`config.mk`:
```
export PLATFORM = sky130hd
export DESIGN_NAME = cpu_trace_buffer
export DESIGN_NICKNAME = d
export VERILOG_FILES = /design/src/rtl/cpu_dbg_pkg.sv /design/src/rtl/trace_ram.sv /design/src/rtl/cpu_trace_buffer.sv
export SDC_FILE = /design/constraint.sdc
export NUM_CORES = 1
export LEC_CHECK = 0
export CAP_MARGIN = 20
export CORE_MARGIN = 4
export CORE_UTILIZATION = 41
export CTS_CLUSTER_SIZE = 28
export DETAILED_ROUTE_END_ITERATION = 10
export HOLD_SLACK_MARGIN = 0.12
export REMOVE_ABC_BUFFERS = 1
export SYNTH_ARGS = -nofsm -noshare
export SYNTH_HDL_FRONTEND = slang
export SYNTH_SLANG_ARGS = --single-unit
```
`constraint.sdc`:
```
create_clock -name clk_cpu -period 22.4 [get_ports clk_cpu]
set_clock_uncertainty 0.15 [all_clocks]
set_input_delay 5.6 -clock clk_cpu [delete_from_list [all_inputs] [get_ports clk_cpu]]
set_output_delay 5.6 -clock clk_cpu [all_outputs]
set_load 0.1 [all_outputs]
```
`src/rtl/cpu_dbg_pkg.sv`:
```
// Shared definitions for the CPU debug/trace blocks: trace FSM encodings and
// the layout of one retired-instruction record.
package cpu_dbg_pkg;

  typedef enum logic [1:0] {
    ST_IDLE   = 2'd0,
    ST_ARMED  = 2'd1,
    ST_TRIG   = 2'd2,
    ST_FROZEN = 2'd3
  } trace_state_e;

  localparam int PC_W  = 32;
  localparam int IR_W  = 32;
  localparam int CTL_W = 4;
  localparam int Y_W   = 32;
  localparam int REC_W = PC_W + IR_W + CTL_W + Y_W;

  typedef struct packed {
    logic [PC_W-1:0]  pc;
    logic [IR_W-1:0]  ir;
    logic [CTL_W-1:0] ctl;
    logic [Y_W-1:0]   y;
  } trace_rec_t;

endpackage

```
`src/rtl/trace_ram.sv`:
```
// Trace record storage: synchronous write, asynchronous read, so it maps onto
// distributed RAM and gives the debug unit a zero-latency indexed read.
module trace_ram
  import cpu_dbg_pkg::*;
#(
  parameter int DEPTH = 16,
  parameter int AW    = 4
) (
  input  logic             clk_cpu,
  input  logic             we_i,
  input  logic [AW-1:0]    waddr_i,
  input  logic [REC_W-1:0] wdata_i,
  input  logic [AW-1:0]    raddr_i,
  output logic [REC_W-1:0] rdata_o
);

  logic [REC_W-1:0] mem_q [DEPTH];

  always_ff @(posedge clk_cpu) begin
    if (we_i) mem_q[waddr_i] <= wdata_i;
  end

  assign rdata_o = mem_q[raddr_i];

endmodule

```
`src/rtl/cpu_trace_buffer.sv`:
```
// Circular instruction-trace recorder behind the single-cycle RV32 core, with
// arm/disarm control, PC-match trigger, post-trigger window and freeze.
module cpu_trace_buffer
  import cpu_dbg_pkg::*;
#(
  parameter int DEPTH = 16,
  parameter int AW    = 4
) (
  input  logic          clk_cpu,
  input  logic          rstn,
  input  logic          arm,
  input  logic          disarm,
  input  logic [31:0]   pc_in,
  input  logic [31:0]   ir_in,
  input  logic [3:0]    ctl_in,
  input  logic [31:0]   y_in,
  input  logic          trig_en,
  input  logic [31:0]   trig_pc,
  input  logic [AW-1:0] post_cnt,
  input  logic [AW-1:0] rd_idx,
  output logic [31:0]   rd_pc,
  output logic [31:0]   rd_ir,
  output logic [3:0]    rd_ctl,
  output logic [31:0]   rd_y,
  output logic [AW:0]   count,
  output logic [1:0]    state,
  output logic          wrapped,
  output logic [AW-1:0] trig_idx
);

  localparam logic [AW:0] DEPTH_C = (AW+1)'(DEPTH);

  trace_state_e  state_q;
  logic [AW-1:0] wr_ptr_q, wr_ptr_d;
  logic [AW:0]   count_q, count_d;
  logic          wrapped_q;
  logic [AW-1:0] post_left_q;
  logic [AW-1:0] post_lat_q;
  logic [AW-1:0] trig_idx_q;

  logic          capture;
  logic          hit;
  trace_rec_t    wr_rec;
  trace_rec_t    rd_rec;
  logic [AW-1:0] rd_phys;
  logic          rd_valid;

  // Trigger record position once the window closes; clamps at 0 if it was overwritten.
  function automatic logic [AW-1:0] calc_trig_idx(input logic [AW:0] n, input logic [AW-1:0] post);
    logic [AW:0] span;
    span = {1'b0, post} + (AW+1)'(1);
    if (n >= span) return AW'(n - span);
    else           return '0;
  endfunction

  assign capture = !disarm && !arm && (state_q == ST_ARMED || state_q == ST_TRIG);
  assign hit     = trig_en && (pc_in == trig_pc);
  assign wr_ptr_d = wr_ptr_q + AW'(1);
  assign count_d  = (count_q == DEPTH_C) ? count_q : count_q + (AW+1)'(1);
  assign wr_rec   = '{pc: pc_in, ir: ir_in, ctl: ctl_in, y: y_in};

  always_ff @(posedge clk_cpu or negedge rstn) begin
    if (!rstn) begin
      state_q     <= ST_IDLE;
      wr_ptr_q    <= '0;
      count_q     <= '0;
      wrapped_q   <= 1'b0;
      post_left_q <= '0;
      post_lat_q  <= '0;
      trig_idx_q  <= '0;
    end else if (disarm) begin
      state_q <= ST_IDLE;
    end else if (arm) begin
      state_q     <= ST_ARMED;
      wr_ptr_q    <= '0;
      count_q     <= '0;
      wrapped_q   <= 1'b0;
      post_left_q <= '0;
    end else if (capture) begin
      wr_ptr_q <= wr_ptr_d;
      count_q  <= count_d;
      if (count_q == DEPTH_C) wrapped_q <= 1'b1;
      if (state_q == ST_ARMED) begin
        if (hit) begin
          if (post_cnt == '0) begin
            state_q    <= ST_FROZEN;
            trig_idx_q <= calc_trig_idx(count_d, '0);
          end else begin
            state_q     <= ST_TRIG;
            post_left_q <= post_cnt;
            post_lat_q  <= post_cnt;
          end
        end
      end else begin
        post_left_q <= post_left_q - AW'(1);
        if (post_left_q == AW'(1)) begin
          state_q    <= ST_FROZEN;
          trig_idx_q <= calc_trig_idx(count_d, post_lat_q);
        end
      end
    end
  end

  // Logical index 0 is the oldest record, which sits count entries behind the write pointer.
  assign rd_phys  = wr_ptr_q - count_q[AW-1:0] + rd_idx;
  assign rd_valid = ({1'b0, rd_idx} < count_q);

  logic [REC_W-1:0] ram_rdata;

  trace_ram #(.DEPTH(DEPTH), .AW(AW)) u_ram (
    .clk_cpu (clk_cpu),
    .we_i    (capture),
    .waddr_i (wr_ptr_q),
    .wdata_i (wr_rec),
    .raddr_i (rd_phys),
    .rdata_o (ram_rdata)
  );

  assign rd_rec   = rd_valid ? trace_rec_t'(ram_rdata) : '0;
  assign rd_pc    = rd_rec.pc;
  assign rd_ir    = rd_rec.ir;
  assign rd_ctl   = rd_rec.ctl;
  assign rd_y     = rd_rec.y;
  assign count    = count_q;
  assign state    = state_q;
  assign wrapped  = wrapped_q;
  assign trig_idx = trig_idx_q;

endmodule

```
Yosys cells after proc, flatten, opt, wreduce, memory -nomap -nowiden
Memories as Yosys holds them, arrays and structs flattened.
Cells that the tools add are included.
Widths: inputs -> output; s select.
{"block": "word_totals", "regBits": 24, "mem_bits_rw": 1600, "input_bits": 145, "out_inout_bits": 112, "memories": 1}
{"memory": "u_ram.mem_q", "depth": 16, "width": 100, "read_ports": 1, "rd_ports_with_merged_regs": 0, "wr": 1, "line_no": "trace_ram.sv:17", "source": "logic [REC_W-1:0] mem_q [DEPTH];"}
{"block": "op_classes", "add_sub_neg": 8, "magnitude_cmp": 3, "n_eq_ne": 10, "n_mux": 29, "bitwise_logic": 3, "n_reduce_logical": 18}
{"cell": "$mux 100", "count": 1}
{"cell": "$mux 4", "count": 13}
{"cell": "$eq 32x32->1", "count": 1}
{"cell": "$mux 5", "count": 3}
{"cell": "$mux 2", "count": 6}
{"cell": "$reduce_and 6->1", "count": 2}
{"cell": "$sub 4x1->4 const B", "count": 2}
{"cell": "$sub 4x4->4", "count": 2}
{"cell": "$mux 1", "count": 6}
{"cell": "$ne 3x3->1 const B", "count": 2}
{"cell": "$reduce_and 3->1", "count": 2}
{"cell": "$reduce_bool 2->1", "count": 3}
{"cell": "$add 4x1->5 const B", "count": 1}
{"cell": "$add 5x1->5 const B", "count": 1}
{"cell": "$eq 5x5->1 const B", "count": 1}
{"cell": "$ge 5x1->1 const B", "count": 1}
{"cell": "$ge 5x5->1", "count": 1}
{"cell": "$lt 4x5->1", "count": 1}
{"cell": "$add 4x1->4 const B", "count": 1}
{"cell": "$add 4x4->4", "count": 1}
{"cell": "$eq 4x1->1 const B", "count": 1}
{"cell": "$logic_not 4->1", "count": 1}
{"cell": "$ne 4x4->1 const B", "count": 1}
{"cell": "$reduce_and 4->1", "count": 1}
{"cell": "11 further kinds", "count": 16}

Depth between registers and ports, before layout
{"block": "logic_depth", "ltp_word": 7, "ltp_mapped": 13, "depth_no_buf": 12}

Cells and area by module
A second synthesis with hierarchy kept.
{"block": "hier_totals", "hier_cells": 2833, "area_unflattened_um2": 62800.2}
{"mod": "trace_ram", "n_inst": 1, "cells_each": 2460, "area_each_um2": 59776.1}
{"mod": "cpu_trace_buffer", "n_inst": 1, "cells_each": 373, "area_each_um2": 3024.2}

Least setup slack after synthesis
No wires, ideal clock.
{"block": "synth_timing", "path_type": "input port to flip-flop", "from": "input disarm", "to": "memory u_ram.mem_q[3][0] (netlist name), enable pin", "setup_ps": 805, "arrival_ps": 15485, "required_ps": 21445, "path_slack_ps": 5960, "stages": 4, "path_buffers": 1, "path_cell_list": "inv_1 nand3_1 clkbuf_1 nor4_1"}
{"block": "synth_between", "elab_chain_cells": 5}
{"element": "start: declaration", "line_no": "cpu_trace_buffer.sv:12", "source": "input logic disarm,"}
{"element": "$logic_not 1->1", "line_no": "cpu_trace_buffer.sv:56", "source": "assign capture = !disarm && !arm && (state_q == ST_ARMED || state_q == ST_TRIG);"}
{"element": "$logic_and 1x1->1 (2 in a row)", "line_no": "cpu_trace_buffer.sv:56"}
{"element": "$mux 1", "line_no": "trace_ram.sv:20", "source": "if (we_i) mem_q[waddr_i] <= wdata_i;"}
{"element": "$mux 1 (implied by the code)", "line_no": "trace_ram.sv:20"}
{"element": "end: declaration", "line_no": "trace_ram.sv:17"}
No other way between the ends.

Final worst setup path
{"block": "layout_timing", "from": "input rd_idx[1]", "to": "output rd_ir[14]"}
{"block": "layout_between", "elab_chain_cells": 3, "elab_cells_between_ends": 4, "classes_between": "add/sub: 1; order compare: 1; mux: 1; memory: 1"}
{"element": "start: declaration", "line_no": "cpu_trace_buffer.sv:20", "source": "input logic [AW-1:0] rd_idx,"}
{"element": "$add 4x4->4", "line_no": "cpu_trace_buffer.sv:105", "source": "assign rd_phys = wr_ptr_q - count_q[AW-1:0] + rd_idx;"}
{"element": "$mem_v2 16x100"}
{"element": "$mux 100 (*)", "line_no": "cpu_trace_buffer.sv:119", "source": "assign rd_rec = rd_valid ? trace_rec_t'(ram_rdata) : '0;"}
{"element": "end: declaration", "line_no": "cpu_trace_buffer.sv:22", "source": "output logic [31:0] rd_ir,"}
Mark *: on every way between the ends. The rest lies on a longest branch, timed or not.

==> summary.md <==
| Metric | Value |
|---|---|
| Nets | `3,322` |
| WP data arrival | `11.63 ns` |
| Global-route wire length before repair | `220,200 um` |
| CP required | `16.65 ns` |
| Root Buffer | `clkbuf_16` |
| Final Hold Viols | `0` |
| DP Worst Slack | `4.916 ns` |
| Post-Place Cell Area | `68,320 um2` |
| Initial core utilization | `0.4146` |
| Startpoint types | `input pin` |
| Final ANT Viol Nets | `0` |
| Worst Path Max Fanout | `158` |
| Final Cell Area | `73,840 um2` |
| Post-Layout Cell Count | `5,324` |
| Pre-Repair DR Iteration Count | `5` |
| Slew Limit Fails | `0` |
| Ys flop type | `edfxtp_1` |
| Number of global-route vias before repair | `32.10k` |
| TritonCTS Buffers | `167` |
| Top cells by area, synth | `edfxtp_1 (76%), mux4_2 (14%), a211oi_1 (2.4%)` |
| WP buf/inv | `5` |
| TritonCTS clock tree | `yes` |
| CP max stage delay | `1.36 ns` |
| Post-CTS Resized | `0` |
| Syn Std Cell Area | `63,280 um2` |
| Vias | `30.10k` |
| Total core area | `152,600 um2` |
| 1st-iter DRT viols | `2,913` |
| Post-layout util | `0.4838` |
| Worst Tran Pin Value | `1.162 ns` |
| CTS sink cnt | `1,624` |
| Delay-heaviest family, CP | `buffers and inverters` |
| Pwr/cell area | `138.1 nW/um2` |
| Die H | `400.9 um` |
| Final setup vio count | `0` |
| Row count | `143` |
| EDFF count, synth | `1,600` |
| Share of layout cells above drive strength 1 | `0.2224` |
| GRT overflow | `0` |
| Residual DRC | `0` |
| Status | `finished clean` |
| Ys async rst share | `0.01478` |
| Cell variety after synth | `53` |
| Final WL | `152,200 um` |
| MaxCap Viol Count | `0` |
| Yosys warns | `0` |
| WL/cell | `28.60 um` |
| Fin crit period | `17.38 ns` |
| Final period util | `0.7757` |
| Critical path class | `input pin to output pin` |
| Post-synth top area share | `0.7593` |
| Drt via density | `5.654` |
| Slowest cell on crit path | `fa_4` |
| IO Port Bufs | `256` |
| Synth-to-Final Area Change | `16.68%` |
| Largest net degree at the start of global routing | `159` |
| CP endpoint kind | `output pin` |
| Setup Buffers After CTS | `0` |
| All-Layer GR Usage | `0.1882` |
| Number of antenna violations at the first check in global routing | `16` |
| Die area | `160,700 um2` |
| Routability cong. | `0.7708` |
| Post-Synthesis Cells | `2,832` |
| DP Wirelength | `76,200 um` |
| Worst hold path type | `flop to flop` |
| Clock transition at path regs | `0.06 ns` |
| Max Freq | `57.55 MHz` |
| Ports | `257` |
| RSZ-0062 raised after global routing | `false` |
| Cell taking the most area after synthesis | `edfxtp_1` |
| Hold_ws | `0.3598 ns` |
| Dpl cells | `5,008` |
| Die width | `400.9 um` |
| Critical-path cell list | `clkdlybuf4s50_1 > inv_1 > fa_1 > inv_1 > fa_4 > buf_12 > mux4_2 > nor2b_1 > a211oi_1 > a211oi_1 > clkdlybuf4s50_1` |
| #FFs+latches synth | `1,624` |
| Syn_area_per_cell | `22.34 um2` |
| Longest Clk Path Bufs | `3` |
| Skew-Pair Late Insertion Delay | `0.79 ns` |
| Post-synthesis sequential area ratio | `0.7688` |
| Peak supply drop | `0.1842 mV` |
| Htree depth | `4` |
| Post-CTS Hold Fix Bufs | `0` |
| LEAKAGE | `0.02305 uW` |
| Fin worst setup slack | `5.025 ns` |
| Slew margin rel. | `0.2232` |
[cell type report]
type                    count  area [um2]
well taps                2030        2540
repair buffers            312        3166
clock inverters            95       929.6
flip-flops and latches   1624       48650
fillers                 12170       78780
diodes                      7       17.52
inverters                  30       112.6
multi-input cells        1016       13960
clock buffers             210        4468
[registers in the layout, summed over array words and instances (netlist names)]
| name | flops |
|---|---|
| u_ram.mem_q | 1600 |
| trig_idx | 4 |
| wr_ptr_q | 4 |
| wrapped | 1 |
| post_lat_q | 4 |
| post_left_q | 4 |
| state | 2 |
| count | 5 |
[cell usage after synthesis, types with 2 or more instances]
library cell / number
edfxtp_1: 1600
mux4_2: 400
a211oi_1: 201
clkbuf_1: 107
mux2i_1: 102
nor2b_1: 100
buf_2: 46
xor2_1: 36
inv_1: 30
dfrtp_1: 24
ha_1: 22
xnor2_1: 15
nor4_1: 14
and2_1: 13
a21oi_1: 12
nor2_1: 11
nor3_1: 11
buf_1: 8
nand3_1: 8
o21ai_0: 8
nand2_1: 7
o22ai_1: 6
a21o_1: 5
mux2_2: 5
fa_1: 4
o21ai_1: 3
o2bb2ai_1: 3
a22o_1: 2
a22oi_1: 2
mux2_1: 2
nand2b_1: 2
o41ai_1: 2
[layout by cell type (no fill, tap or decap), drive strengths merged, types with 14 or more instances in the layout]
cell / n
edfxtp: 1600
mux4: 400
clkdlybuf4s50: 255
clkbuf: 210
a211oi: 201
mux2i: 102
nor2b: 100
clkinv: 62
buf: 57
inv: 40
xor2: 36
dfrtp: 24
ha: 22
bufinv: 15
xnor2: 15
nor4: 14
[worst register-to-register path: cells and delay by family (launching register included)]
| family | cells | cell delay [ns] |
|---|---|---|
| DFF | 1 | 0.41 |
| adders and majority gates | 1 | 0.41 |
| and+or+nand+nor | 3 | 1.58 |
| buffers and inverters | 3 | 1.69 |
[power by group]
part	switching [uW]	internal, uW	leakage [uW]
clock	1130	1590	0.00263
combinational	2510	1580	0.00572
sequential	15.1	3380	0.0147
[final timing paths]
| path | slack (ns) | from | cells past startpoint | end |
|---|---|---|---|---|
| min in group asynchronous | 5.01 | rstn | 1 | count[3]$_DFFE_PN0P_ |
| hold reg to reg | 0.36 | trig_idx[3]$_DFFE_PN0P_ | 1 | trig_idx[3]$_DFFE_PN0P_ |
| hold / removal | 0.36 | trig_idx[3]$_DFFE_PN0P_ | 1 | trig_idx[3]$_DFFE_PN0P_ |
| max in group asynchronous | 16.61 | rstn | 2 | post_left_q[1]$_DFFE_PN0P_ |
| setup / recovery | 5.02 | rd_idx[1] | 11 | rd_ir[14] |
| setup reg to reg | 17.68 | state[0]$_DFFE_PN0P_ | 7 | u_ram.mem_q[1][35]$_DFFE_PP_ |
[routing by layer]
layer	GRT usage	vias up	share of wire
met1	0.2577	16160	0.42
met2	0.3058	1053	0.49
li1	-	12650	-
met5	0	-	0.00043
met3	0.04344	230	0.070
met4	0.05058	10	0.020
[through the flow]
stage	total power [uW]	TNS (ns)
3_5_place_dp	7594	0
6_report	10200	0
4_1_cts	10330	0
5_1_grt	10660	0
3_3_place_gp	7540	0
2_1_floorplan	8329	-802.09
[cells by family (layout without fill, tap and decap cells)]
kind of cell             after synthesis  after routing  share of synthesized area
AO/OA/AOI/OAI                        255            255                    0.02968
XOR/XNOR                              51             51                   0.007059
adder cells (fa/ha/maj)               26             26                   0.005616
buffers and inverters                192            647                    0.01236
flip-flops                          1624           1624                     0.7688
multiplexers                         509            509                     0.1597
other                                  0              7                          0
AND/OR/NAND/NOR                      175            175                    0.01677
(Power assumes the default switching activity.)
